File: src/rtl/mem_port_arbiter.sv
`default_nettype none
// ============================================================================
// Module   : mem_port_arbiter
// Purpose  : Round-robin arbiter sharing one single-port RAM between three
//            requesters:
//              0 = program loader, 1 = data access, 2 = instruction fetch.
//            Grants are combinational from the current inputs and state.
//            Read data is registered and returned one cycle after the grant.
//            boot_en restricts grants to the loader. A requester may lock
//            the bus for atomic read-modify-write. A lock that is held for
//            LOCK_MAX cycles is dropped and lock_err pulses.
// Ports    : clk, rst (async, active-low)
//            boot_en             - only requester 0 may be granted
//            req/we/lock [2:0]   - per-requester request, write, lock
//            addr  [3*ADDR_W]    - requester i at [i*ADDR_W +: ADDR_W]
//            wdata [3*DATA_W]    - requester i at [i*DATA_W +: DATA_W]
//            gnt   [2:0]         - one-hot, access issued this cycle
//            rvalid[2:0]         - one-hot, read data valid on rdata
//            rdata               - registered read data
//            lock_err            - one-cycle pulse on lock timeout
//            ram_addr/ram_rw/ram_wdata/ram_rdata - RAM side
// Revision : 1.0 - initial release
// ============================================================================
module mem_port_arbiter #(
  parameter int ADDR_W   = 16,
  parameter int DATA_W   = 32,
  parameter int LOCK_MAX = 8
) (
  input  logic                clk,
  input  logic                rst,
  input  logic                boot_en,
  input  logic [2:0]          req,
  input  logic [2:0]          we,
  input  logic [2:0]          lock,
  input  logic [3*ADDR_W-1:0] addr,
  input  logic [3*DATA_W-1:0] wdata,
  output logic [2:0]          gnt,
  output logic [2:0]          rvalid,
  output logic [DATA_W-1:0]   rdata,
  output logic                lock_err,
  output logic [ADDR_W-1:0]   ram_addr,
  output logic                ram_rw,
  output logic [DATA_W-1:0]   ram_wdata,
  input  logic [DATA_W-1:0]   ram_rdata
);

  localparam int CNT_W = (LOCK_MAX > 1) ? $clog2(LOCK_MAX) : 1;

  typedef enum logic [0:0] {
    IDLE   = 1'b0,
    LOCKED = 1'b1
  } state_t;

  state_t            state, state_nxt;
  logic [1:0]        owner, owner_nxt;
  logic [1:0]        last_gnt, last_gnt_nxt;
  logic [CNT_W-1:0]  lock_cnt, lock_cnt_nxt;
  logic [2:0]        rvalid_nxt;
  logic [DATA_W-1:0] rdata_nxt;

  logic              lock_active;
  logic [2:0]        elig;
  logic              grant_vld;
  logic [1:0]        grant_idx;
  logic              grant_we;
  logic              grant_lock;

  // Position 'off' steps after 'base' in the cyclic order 0,1,2.
  function automatic logic [1:0] rr_idx(input logic [1:0] base,
                                        input int unsigned off);
    int unsigned s;
    s = (32'(base) + off) % 3;
    return s[1:0];
  endfunction

  // boot_en overrides a held lock in the very cycle it is seen, so the
  // loader competes under the normal (boot) eligibility rules right away.
  assign lock_active = (state == LOCKED) && !boot_en;

  always_comb begin
    elig = 3'b000;
    if (lock_active) begin
      elig = req & (3'b001 << owner);
    end else begin
      elig = req & {~boot_en, ~boot_en, 1'b1};
    end
  end

  // Round-robin search starting one past the previous winner.
  always_comb begin
    logic [1:0] cand;
    grant_vld = 1'b0;
    grant_idx = 2'd0;
    cand      = 2'd0;
    for (int unsigned j = 1; j <= 3; j++) begin
      cand = rr_idx(last_gnt, j);
      if (!grant_vld && elig[cand]) begin
        grant_vld = 1'b1;
        grant_idx = cand;
      end
    end
    // Nothing may reach the RAM while reset is held.
    if (!rst) begin
      grant_vld = 1'b0;
    end
  end

  assign grant_we   = we[grant_idx];
  assign grant_lock = lock[grant_idx];

  always_comb begin
    gnt       = 3'b000;
    ram_addr  = '0;
    ram_rw    = 1'b0;
    ram_wdata = '0;
    if (grant_vld) begin
      gnt       = 3'b001 << grant_idx;
      ram_addr  = addr[grant_idx*ADDR_W +: ADDR_W];
      ram_rw    = grant_we;
      ram_wdata = wdata[grant_idx*DATA_W +: DATA_W];
    end
  end

  // Next-state logic for the lock FSM, pointer and read return path.
  always_comb begin
    state_nxt    = state;
    owner_nxt    = owner;
    lock_cnt_nxt = lock_cnt;
    lock_err     = 1'b0;
    last_gnt_nxt = grant_vld ? grant_idx : last_gnt;
    rvalid_nxt   = 3'b000;
    rdata_nxt    = rdata;

    if (grant_vld && !grant_we) begin
      rvalid_nxt = gnt;
      rdata_nxt  = ram_rdata;
    end

    if (lock_active) begin
      if (grant_vld && !grant_lock) begin
        // Releasing grant wins over a coincident timeout.
        state_nxt    = IDLE;
        lock_cnt_nxt = '0;
      end else if (lock_cnt == CNT_W'(LOCK_MAX - 1)) begin
        state_nxt    = IDLE;
        lock_cnt_nxt = '0;
        lock_err     = 1'b1;
      end else begin
        // A re-locking grant by the owner keeps counting from where it was.
        lock_cnt_nxt = lock_cnt + 1'b1;
      end
    end else begin
      if (grant_vld && grant_lock) begin
        state_nxt    = LOCKED;
        owner_nxt    = grant_idx;
        lock_cnt_nxt = '0;
      end else begin
        state_nxt    = IDLE;
        lock_cnt_nxt = '0;
      end
    end
  end

  always_ff @(posedge clk or negedge rst) begin
    if (!rst) begin
      state    <= IDLE;
      owner    <= 2'd0;
      last_gnt <= 2'd0;
      lock_cnt <= '0;
      rvalid   <= 3'b000;
      rdata    <= '0;
    end else begin
      state    <= state_nxt;
      owner    <= owner_nxt;
      last_gnt <= last_gnt_nxt;
      lock_cnt <= lock_cnt_nxt;
      rvalid   <= rvalid_nxt;
      rdata    <= rdata_nxt;
    end
  end

endmodule
`default_nettype wire

File: config.mk
export PLATFORM = sky130hd
export DESIGN_NAME = mem_port_arbiter
export DESIGN_NICKNAME = d
export VERILOG_FILES = /design/src/rtl/mem_port_arbiter.sv
export SDC_FILE = /design/constraint.sdc
export NUM_CORES = 1
export LEC_CHECK = 0
export ABC_CLOCK_PERIOD_IN_PS = 5200
export CAP_MARGIN = 10
export CORE_AREA = 2 2 106 108
export CTS_BUF_LIST = sky130_fd_sc_hd__clkbuf_8 sky130_fd_sc_hd__clkbuf_16
export DETAILED_ROUTE_END_ITERATION = 10
export DIE_AREA = 0 0 108 110
export PLACE_DENSITY = 0.76
export SLEW_MARGIN = 5
export SYNTH_ARGS = -nofsm -noshare
export SYNTH_HDL_FRONTEND = slang
export SYNTH_SLANG_ARGS = --single-unit
File: constraint.sdc
create_clock -name clk -period 5.2 [get_ports clk]
set_input_delay 1.56 -clock clk [delete_from_list [all_inputs] [get_ports clk]]
set_output_delay 1.56 -clock clk [all_outputs]
set_load 0.05 [all_outputs]
==> results_dict.tcl, run 1 <==
set metrics [dict create \
    status "finished clean" \
    drtAntennaViolNets 0 \
    reg2reg_slack_ns 2.00 \
    worst-slew-pin-transition_ns 0.600 \
    die_w_um 108 \
    max_freq_ghz 0.193 \
    clock-sinks 43 \
    clock_path_buffers 2 \
    syn_area_um2 3170 \
    insertion_delay_ns 0.30 \
    via_per_inst 4.93 \
    num_vias 3785 \
    postLayoutCoreUtil_pct 73.4 \
    mostFrequentLayoutCells "217 x clkdlybuf4s50_1, 64 x buf_12, 54 x nor2_1, 48 x mux2i_1, 47 x buf_4" \
    grt_pass1_vias 4144 \
    numCtsBuffers 5 \
    power_density_nw_per_um2 545 \
    yosysUniqueCellTypes 35 \
    path_clk_slew_ns 0.07 \
    areaGrowthSynthToFinish_pct 147 \
    track_usage_pct 24.5 \
    syn_nets 501 \
    power.ir.vdd_worst_v 0.000433 \
    finalSetupTns_ns 0 \
    reg2regPathDepth 11 \
    maxSlewHeadroom_pct 59.9 \
    wl_per_cell_um 19.4 \
    hold_viol 0 \
    cp-end-kind "output port" \
    clockRootBuffer "clkbuf_8" \
    dr.first_iter.drc_count 167 \
    cp_max_fo 4 \
    overflow 0 \
    min_path_type "reg -> reg" \
    p_leak_nw 3.11 \
    min_period_ns 5.17 \
    synth-seq-area-share_pct 33.9 \
    setup_viol 0 \
    synth.avg_cell_area_um2 10.3 \
    cp-start-kind "input pin" \
    cp.arrival_ns 3.61 \
    rows 38 \
    synth_cells 309 \
    die_area_um2 11900 \
    grt_pass1_wl_um 22000 \
    start_util_pct 29.7 \
    synth_seq_cells 43 \
    yosysWarnings 0 \
    antenna_found_initial 0 \
    cp.required_ns 3.64 \
    drt_pre_antenna_iters 4 \
    drc 0 \
    drive_above_1_share_pct 35.4 \
    rsz0062_at_grt "yes" \
    total_power_w 0.00428 \
    crit_type "in -> out" \
    htree_levels 2 \
    fp.dieH_um 110 \
    final_common_cell "clkdlybuf4s50_1" \
    port_buffers 275 \
    async_reset_ff_share_pct 100 \
    fin_nets 819 \
    synth_edf_count 0 \
    core-area_um2 10700 \
    routed_wirelength_um 14900 \
    synth_ff_type "dfrtp_1" \
    io-pin-count 276 \
    maxSlewViolCount 0 \
    hold_depth 1 \
    grt_max_degree 44 \
    drv_cap 0 \
    diodes 0 \
    post-route-period-util_pct 99.4 \
    dp_hpwl_um 11600 \
    worst_clock_skew_ns 0.0110 \
    place_congestion 0.880 \
    cts_tree "done" \
]
## kinds of logic after synthesis
| logic type | synth area share, % |
|---|---|
| flops | 33.9 |
| compound gates | 16.8 |
| buf+inv | 4.89 |
| mux | 31.4 |
| fa+ha+maj | 2.29 |
| simple gates | 10.7 |
## metrics by stage
step	hold WS, ns	setup slack [ns]	cells	cell area (µm²)
after detailed placement	0.452	-0.435	745	7420
after floorplan	0.417	-0.403	309	3620
after global routing	0.487	-0.0345	768	7850
final	0.466	0.0291	768	7850
after global placement	0.427	-0.347	745	7420
after CTS	0.462	0.00316	767	7840
## flip-flops by register name (all words and copies together), names as in the netlist
signal and cells:
owner 2, state 1, rdata 32, rvalid 3
lock_cnt 3, last_gnt 2
## final cells by class
cell class              instances  area (µm²)
clock inverters                 3        63.8
multi-input cells             235        2500
well taps                     140         175
clock buffers                   5        68.8
inverters                       4        15.0
flip-flops and latches         43        1080
repair buffers                338        3960
fillers                       722        2850
## synth_stat cells, drive strengths merged, types with 3 or more instances
| cell type | n | area (µm²) |
|---|---|---|
| nor3 | 3 | 15.0 |
| clkbuf | 12 | 45.0 |
| nand2 | 6 | 22.5 |
| nand2b | 5 | 33.8 |
| o21ai | 3 | 18.8 |
| buf | 15 | 95.1 |
| mux2 | 34 | 495 |
| a211oi | 52 | 390 |
| inv | 4 | 15.0 |
| ha | 4 | 50.1 |
| dfrtp | 43 | 1080 |
| o211a | 3 | 37.5 |
| nor2 | 56 | 210 |
| mux2i | 50 | 500 |
## worst max-delay path, cell delays in order
cell and delay (ns):
buf_6 0.10, nand2b_4 0.14, a21oi_4 0.12, nor2_2 0.06, buf_4 0.13, and3_4 0.17, a2111o_2 0.48, buf_6 0.15
buf_16 0.13, buf_12 0.14, a211oi_4 0.25, buf_12 0.17
## report_power, final
group | internal (W) | switching, W | total (W)
logic | 0.00156 | 0.00182 | 0.00339
registers | 0.000486 | 0.000102 | 0.000588
clock network | 0.000190 | 0.000114 | 0.000304
total | 0.00224 | 0.00204 | 0.00428
## worst paths after layout
path,start,endpoint
setup reg to reg,last_gnt[0],rdata[11]
hold reg to reg,lock_cnt[0],lock_cnt[0]
max in group asynchronous,rst,lock_cnt[0]
min in group asynchronous,rst,rdata[17]
hold / removal,lock_cnt[0],lock_cnt[0]
setup / recovery,boot_en,ram_wdata[16]
## layer usage
metal | vias up | global-route usage [%] | wire length [µm]
met1 | 1864 | 26.8 | 5280
met2 | 162 | 46.7 | 8220
met4 | 0 | 8.33 | 420
met3 | 27 | 5.23 | 958
met5 | - | 0 | 0
li1 | 1732 | - | -
## what timing repair did
item | 4_1_cts | 5_1_grt
hold buffers | 0 | 0
pin swaps | 5 | 9
setup buffers | 11 | 2
cloned | 3 | 0
setup endpoints to repair | 53 | 39
resized for setup | 30 | 10
endpoints found under the hold margin | 0 | 0
(Power assumes the default switching activity.)
==> run 2: changes to the inputs <==
Settings changed: CORE_AREA 2 2 106 108 to 2 2 108 110, DIE_AREA 0 0 108 110 to 0 0 110 112, PLACE_DENSITY 0.76 to 0.74, REMOVE_ABC_BUFFERS set to 1.
==> run 2 against run 1 <==
- maximum frequency rose by 0.25%
- clock skew fell by 0.0013 ns
- sequential power fell by 2%
- critical endpoint is now ram_wdata[31]
- highest routed layer unchanged
==> results_dict.tcl, run 2 (same netlist as run 1, synthesis figures left out) <==
set metrics [dict create \
    hold_depth 1 \
    regMostFlops "rdata" \
    clock_path_buffers 2 \
    io-pin-count 276 \
    dp_hpwl_um 11000 \
    numCtsBuffers 5 \
    dr.first_iter.drc_count 100 \
    place_ws_ns -0.375 \
    overflow 0 \
    status "finished clean" \
    postLayoutCoreUtil_pct 68.5 \
    setup_viol 0 \
    cp_max_fo 8 \
    cp.required_ns 3.64 \
    wl_per_cell_um 17.8 \
    ctsHoldBuffers 0 \
    antenna_found_initial 0 \
    die_area_um2 12300 \
    num_vias 3762 \
    areaGrowthSynthToFinish_pct 141 \
    post-route-period-util_pct 99.2 \
    timing.rr.end "rdata[29]" \
    rows 39 \
    place_congestion 0.906 \
    maxSlewHeadroom_pct 57.8 \
    power_density_nw_per_um2 537 \
    r2r_start "last_gnt[0]" \
    drive_above_1_share_pct 35.9 \
    power.ir.vdd_worst_v 0.000410 \
    reg2regPathDepth 10 \
    port_buffers 275 \
    drc 0 \
    rsz0062_at_grt "yes" \
    min_path_type "reg -> reg" \
    cp.arrival_ns 3.60 \
    path_clk_slew_ns 0.06 \
    maxSlewViolCount 0 \
    fill_cells 805 \
    start_util_pct 28.4 \
    total_power_w 0.00411 \
    fp.dieH_um 112 \
    clock-sinks 43 \
    max_freq_ghz 0.194 \
    grt_pass1_vias 4134 \
    fin_cells 789 \
    setup_ws_ns 0.0419 \
    drv_cap 0 \
    via_per_inst 4.77 \
    die_w_um 110 \
    cts_tree "done" \
    diodes 0 \
    cp-end-kind "output port" \
    reg2reg_slack_ns 1.92 \
    fin_nets 837 \
    drt_pre_antenna_iters 4 \
    cp-start-kind "input pin" \
    insertion_delay_ns 0.28 \
    largest_register_ffs 32 \
    crit_type "in -> out" \
    core-area_um2 11200 \
    reg_top3 "rdata (32), lock_cnt (3), rvalid (3)" \
    mostFrequentLayoutCells "217 x clkdlybuf4s50_1, 67 x buf_4, 59 x buf_12, 55 x nor2_1, 46 x mux2i_1" \
    htree_levels 2 \
    worst_clock_skew_ns 0.00971 \
    holdCritStartpoint "lock_cnt[0]" \
    worst-slew-pin-transition_ns 0.633 \
    min_period_ns 5.16 \
    final_common_cell "clkdlybuf4s50_1" \
    hold_viol 0 \
    grt_pass1_wl_um 21500 \
    placed_cells 772 \
    clockRootBuffer "clkbuf_16" \
    drtAntennaViolNets 0 \
    p_leak_nw 3.20 \
    min_to "lock_cnt[0]" \
    grt_max_degree 44 \
    holdWs_ns 0.458 \
    routed_wirelength_um 14000 \
    track_usage_pct 22.8 \
]
-- run 2: changes by cell type in the layout (fill, tap and decap cells not counted), sizes merged --
cell    change
clkinv      +1
buf        +17
inv         +1
bufinv      -2
clkbuf      +1
-- run 2: report_power, final --
| part | switching (W) | total (W) | internal, W |
|---|---|---|---|
| logic | 0.00169 | 0.00324 | 0.00155 |
| registers | 0.0000917 | 0.000578 | 0.000486 |
| clock network | 0.000119 | 0.000293 | 0.000173 |
| total | 0.00190 | 0.00411 | 0.00221 |
-- run 2: layout make-up --
class                           count  area (µm²)  area share (%)
Clock buffer                        5         125            1.63
Inverter                            4        15.0           0.196
Multi-Input combinational cell    235        2210            28.9
Timing Repair Buffer              356        4040            52.7
Sequential cell                    43        1080            14.1
Clock inverter                      3        12.5           0.163
Tap cell                          143         179            2.34
-- run 2: worst max-delay path by stage --
stage | start | end | slack (ns)
CTS | req[1] | ram_wdata[31] | 0.009
global placement | boot_en | ram_wdata[13] | -0.37
finish | boot_en | ram_wdata[31] | 0.04
floorplan | boot_en | ram_addr[0] | -2.45
global route | boot_en | ram_wdata[31] | -0.03
detailed placement | boot_en | ram_wdata[4] | -0.37
-- run 2: stage by stage --
stage	TNS (ns)	area [µm²]
after detailed placement	-14.65	7100
after floorplan	-129.38	3030
after global placement	-13.56	7100
final	0	7650
after CTS	0	7610
after global routing	-0.0251	7650
-- run 2: what timing repair did --
| action | in CTS | in global routing |
|---|---|---|
| gates resized for setup | 62 | 11 |
| endpoints found under the setup margin | 53 | 41 |
| cloned | 3 | 0 |
| buffers inserted | 4 | 2 |
| pin swaps | 4 | 2 |
-- run 2: metal layers --
layer / vias to the layer above / share of wire (%) / track usage, %
met5: - / 0 / 0
met4: 0 / 3.1 / 8.52
met3: 28 / 9.6 / 6.79
met2: 182 / 51 / 41.5
met1: 1745 / 36 / 24.1
li1: 1807 / - / -
-- run 2: worst max-delay path: stages --
cell      delay, ns
buf_6          0.10
nand2b_4       0.14
a21oi_4        0.15
nor2_4         0.06
maj3_2         0.32
a2111o_2       0.47
buf_6          0.15
buf_12         0.14
a211oi_4       0.22
buf_4          0.15
buf_12         0.12
==> run 3: changes to the inputs <==
Settings changed: CORE_AREA 2 2 108 110 to 2 2 129 93, DIE_AREA 0 0 110 112 to 0 0 131 95, RECOVER_POWER set to 100.
==> run 3 against run 2 <==
- largest power group unchanged
- via count is 2.2% higher
- non-clock buffer count is 1 higher
- sequential power is 1% higher
- first-iteration DRC count is 49% higher
- the flow now finishes with violations (capacitance limit, slew limit, setup timing)
==> results_dict.tcl, run 3 (same netlist as run 1, synthesis figures left out) <==
set metrics [dict create \
    crit_type "in -> out" \
    start_util_pct 27.9 \
    min_period_ns 5.24 \
    place_congestion 0.803 \
    maxSlewHeadroom_pct -45.2 \
    regMostFlops "rdata" \
    routed_wirelength_um 15400 \
    r2r_start "last_gnt[0]" \
    pwr-share-seq_pct 14.0 \
    cp-start-kind "input pin" \
    swShare_pct 47.2 \
    clock-sinks 43 \
    fin_cells 804 \
    rsz0062_at_grt "yes" \
    holdCritStartpoint "lock_cnt[0]" \
    clock_path_buffers 2 \
    cp.required_ns 3.64 \
    drtAntennaViolNets 0 \
    p_leak_nw 3.23 \
    status "finished, violations left" \
    drv_cap 1 \
    fill_cells 787 \
    grt_pass1_vias 3936 \
    grt_max_degree 44 \
    holdWs_ns 0.464 \
    worst_clock_skew_ns 0.00408 \
    cp.arrival_ns 3.68 \
    fin_nets 838 \
    power_density_nw_per_um2 536 \
    rows 33 \
    mostFrequentLayoutCells "182 x clkdlybuf4s50_1, 66 x buf_4, 59 x buf_12, 55 x nor2_1, 48 x mux2i_1" \
    grt_pass1_wl_um 21500 \
    intPower_w 0.00220 \
    final_common_cell "clkdlybuf4s50_1" \
    port_buffers 275 \
    placed_cells 787 \
    drive_above_1_share_pct 37.1 \
    numCtsBuffers 5 \
    dp_hpwl_um 11200 \
    largest_register_ffs 32 \
    setup_viol 15 \
    via_per_inst 4.78 \
    antenna_found_initial 0 \
    power.ir.vdd_worst_v 0.000343 \
    diodes 0 \
    htree_levels 2 \
    switchingPower_w 0.00197 \
    cp_max_fo 7 \
    ctsHoldBuffers 0 \
    max_freq_ghz 0.191 \
    insertion_delay_ns 0.28 \
    hold_viol 0 \
    core-area_um2 11400 \
    worst-slew-pin-transition_ns 2.18 \
    die_w_um 131 \
    path_clk_slew_ns 0.06 \
    wl_met2_um 8110 \
    io-pin-count 276 \
    drt_pre_antenna_iters 4 \
    setup_ws_ns -0.0427 \
    die_area_um2 12400 \
    highest_layer "met4" \
    cts_tree "done" \
    wl_per_cell_um 19.1 \
    dr.first_iter.drc_count 149 \
    num_vias 3845 \
    p_clk_share_pct 7.6 \
    cp-end-kind "output port" \
    power_frac_comb_pct 78.4 \
    wl_met3_um 908 \
    maxSlewViolCount 44 \
    wl_met1_um 6070 \
    reg_top3 "rdata (32), lock_cnt (3), rvalid (3)" \
    areaGrowthSynthToFinish_pct 145 \
    min_path_type "reg -> reg" \
    crit_path_start "boot_en" \
    overflow 0 \
    clockRootBuffer "clkbuf_16" \
    drc 0 \
    track_usage_pct 22.7 \
    fp.dieH_um 95 \
    violations "capacitance limit, slew limit, setup timing" \
    post-route-period-util_pct 101 \
]
[run 3: per-layer routing]
metal	GRT usage, %	up-vias
met5	0	-
met4	4.79	0
li1	-	1797
met1	28.1	1868
met3	4.76	22
met2	40.8	158
[run 3: final timing paths]
path | slack, ns | cells past startpoint | to
max | -0.04 | 11 | ram_wdata[19]
min | 0.46 | 1 | lock_cnt[0]
max reg2reg | 1.79 | 10 | rdata[29]
min reg2reg | 0.46 | 1 | lock_cnt[0]
max in group asynchronous | 1.83 | 2 | rvalid[2]
min in group asynchronous | 2.12 | 2 | rdata[21]
[run 3: repair_timing]
item                       in CTS  in global routing
setup endpoints to repair      53                 50
buffers inserted                5                  0
hold endpoints to repair        0                  0
resized for setup              54                 29
gates cloned                    4                  1
pin swaps                       5                  5
[run 3: power by group through the flow]
stage          sequential (W)  combinational (W)  clock [W]
2_1_floorplan         0.00103            0.00116          0
3_3_place_gp         0.000581            0.00300          0
3_5_place_dp         0.000589            0.00304          0
4_1_cts              0.000591            0.00325   0.000323
5_1_grt              0.000607            0.00339   0.000344
6_report             0.000584            0.00327   0.000316
[run 3: metrics by stage]
| step | cell area [µm²] | TNS (ns) | utilization [%] | power (W) | worst slack (ns) |
|---|---|---|---|---|---|
| 2_1_floorplan | 3030 | -129.38 | - | 0.00220 | -2.45 |
| 3_3_place_gp | 7140 | -13.43 | 62.9 | 0.00358 | -0.341 |
| 3_5_place_dp | 7140 | -16.73 | 62.9 | 0.00363 | -0.426 |
| 4_1_cts | 7650 | 0 | 67.4 | 0.00417 | 0.00228 |
| 5_1_grt | 7770 | -1.72 | 68.4 | 0.00434 | -0.0816 |
| 6_report | 7770 | -0.254 | 68.4 | 0.00417 | -0.0427 |
[run 3: area by class of cell]
| class | count | area, µm² | share of cell area (%) |
|---|---|---|---|
| timing repair buffer | 357 | 4050 | 52.1 |
| multi-input combinational | 235 | 2280 | 29.3 |
| clock buffer | 6 | 139 | 1.79 |
| tap | 157 | 196 | 2.53 |
| sequential | 43 | 1080 | 13.8 |
| inverter | 4 | 15.0 | 0.193 |
| clock inverter | 2 | 16.3 | 0.209 |
[run 3: critical path, stage by stage]
cell and delay, ns:
buf_6 0.10, nand2b_4 0.14, a21oi_4 0.15, nor2_4 0.07, maj3_2 0.31, a2111o_2 0.56
buf_6 0.17, buf_16 0.15, a211oi_4 0.20, buf_6 0.14, buf_12 0.12
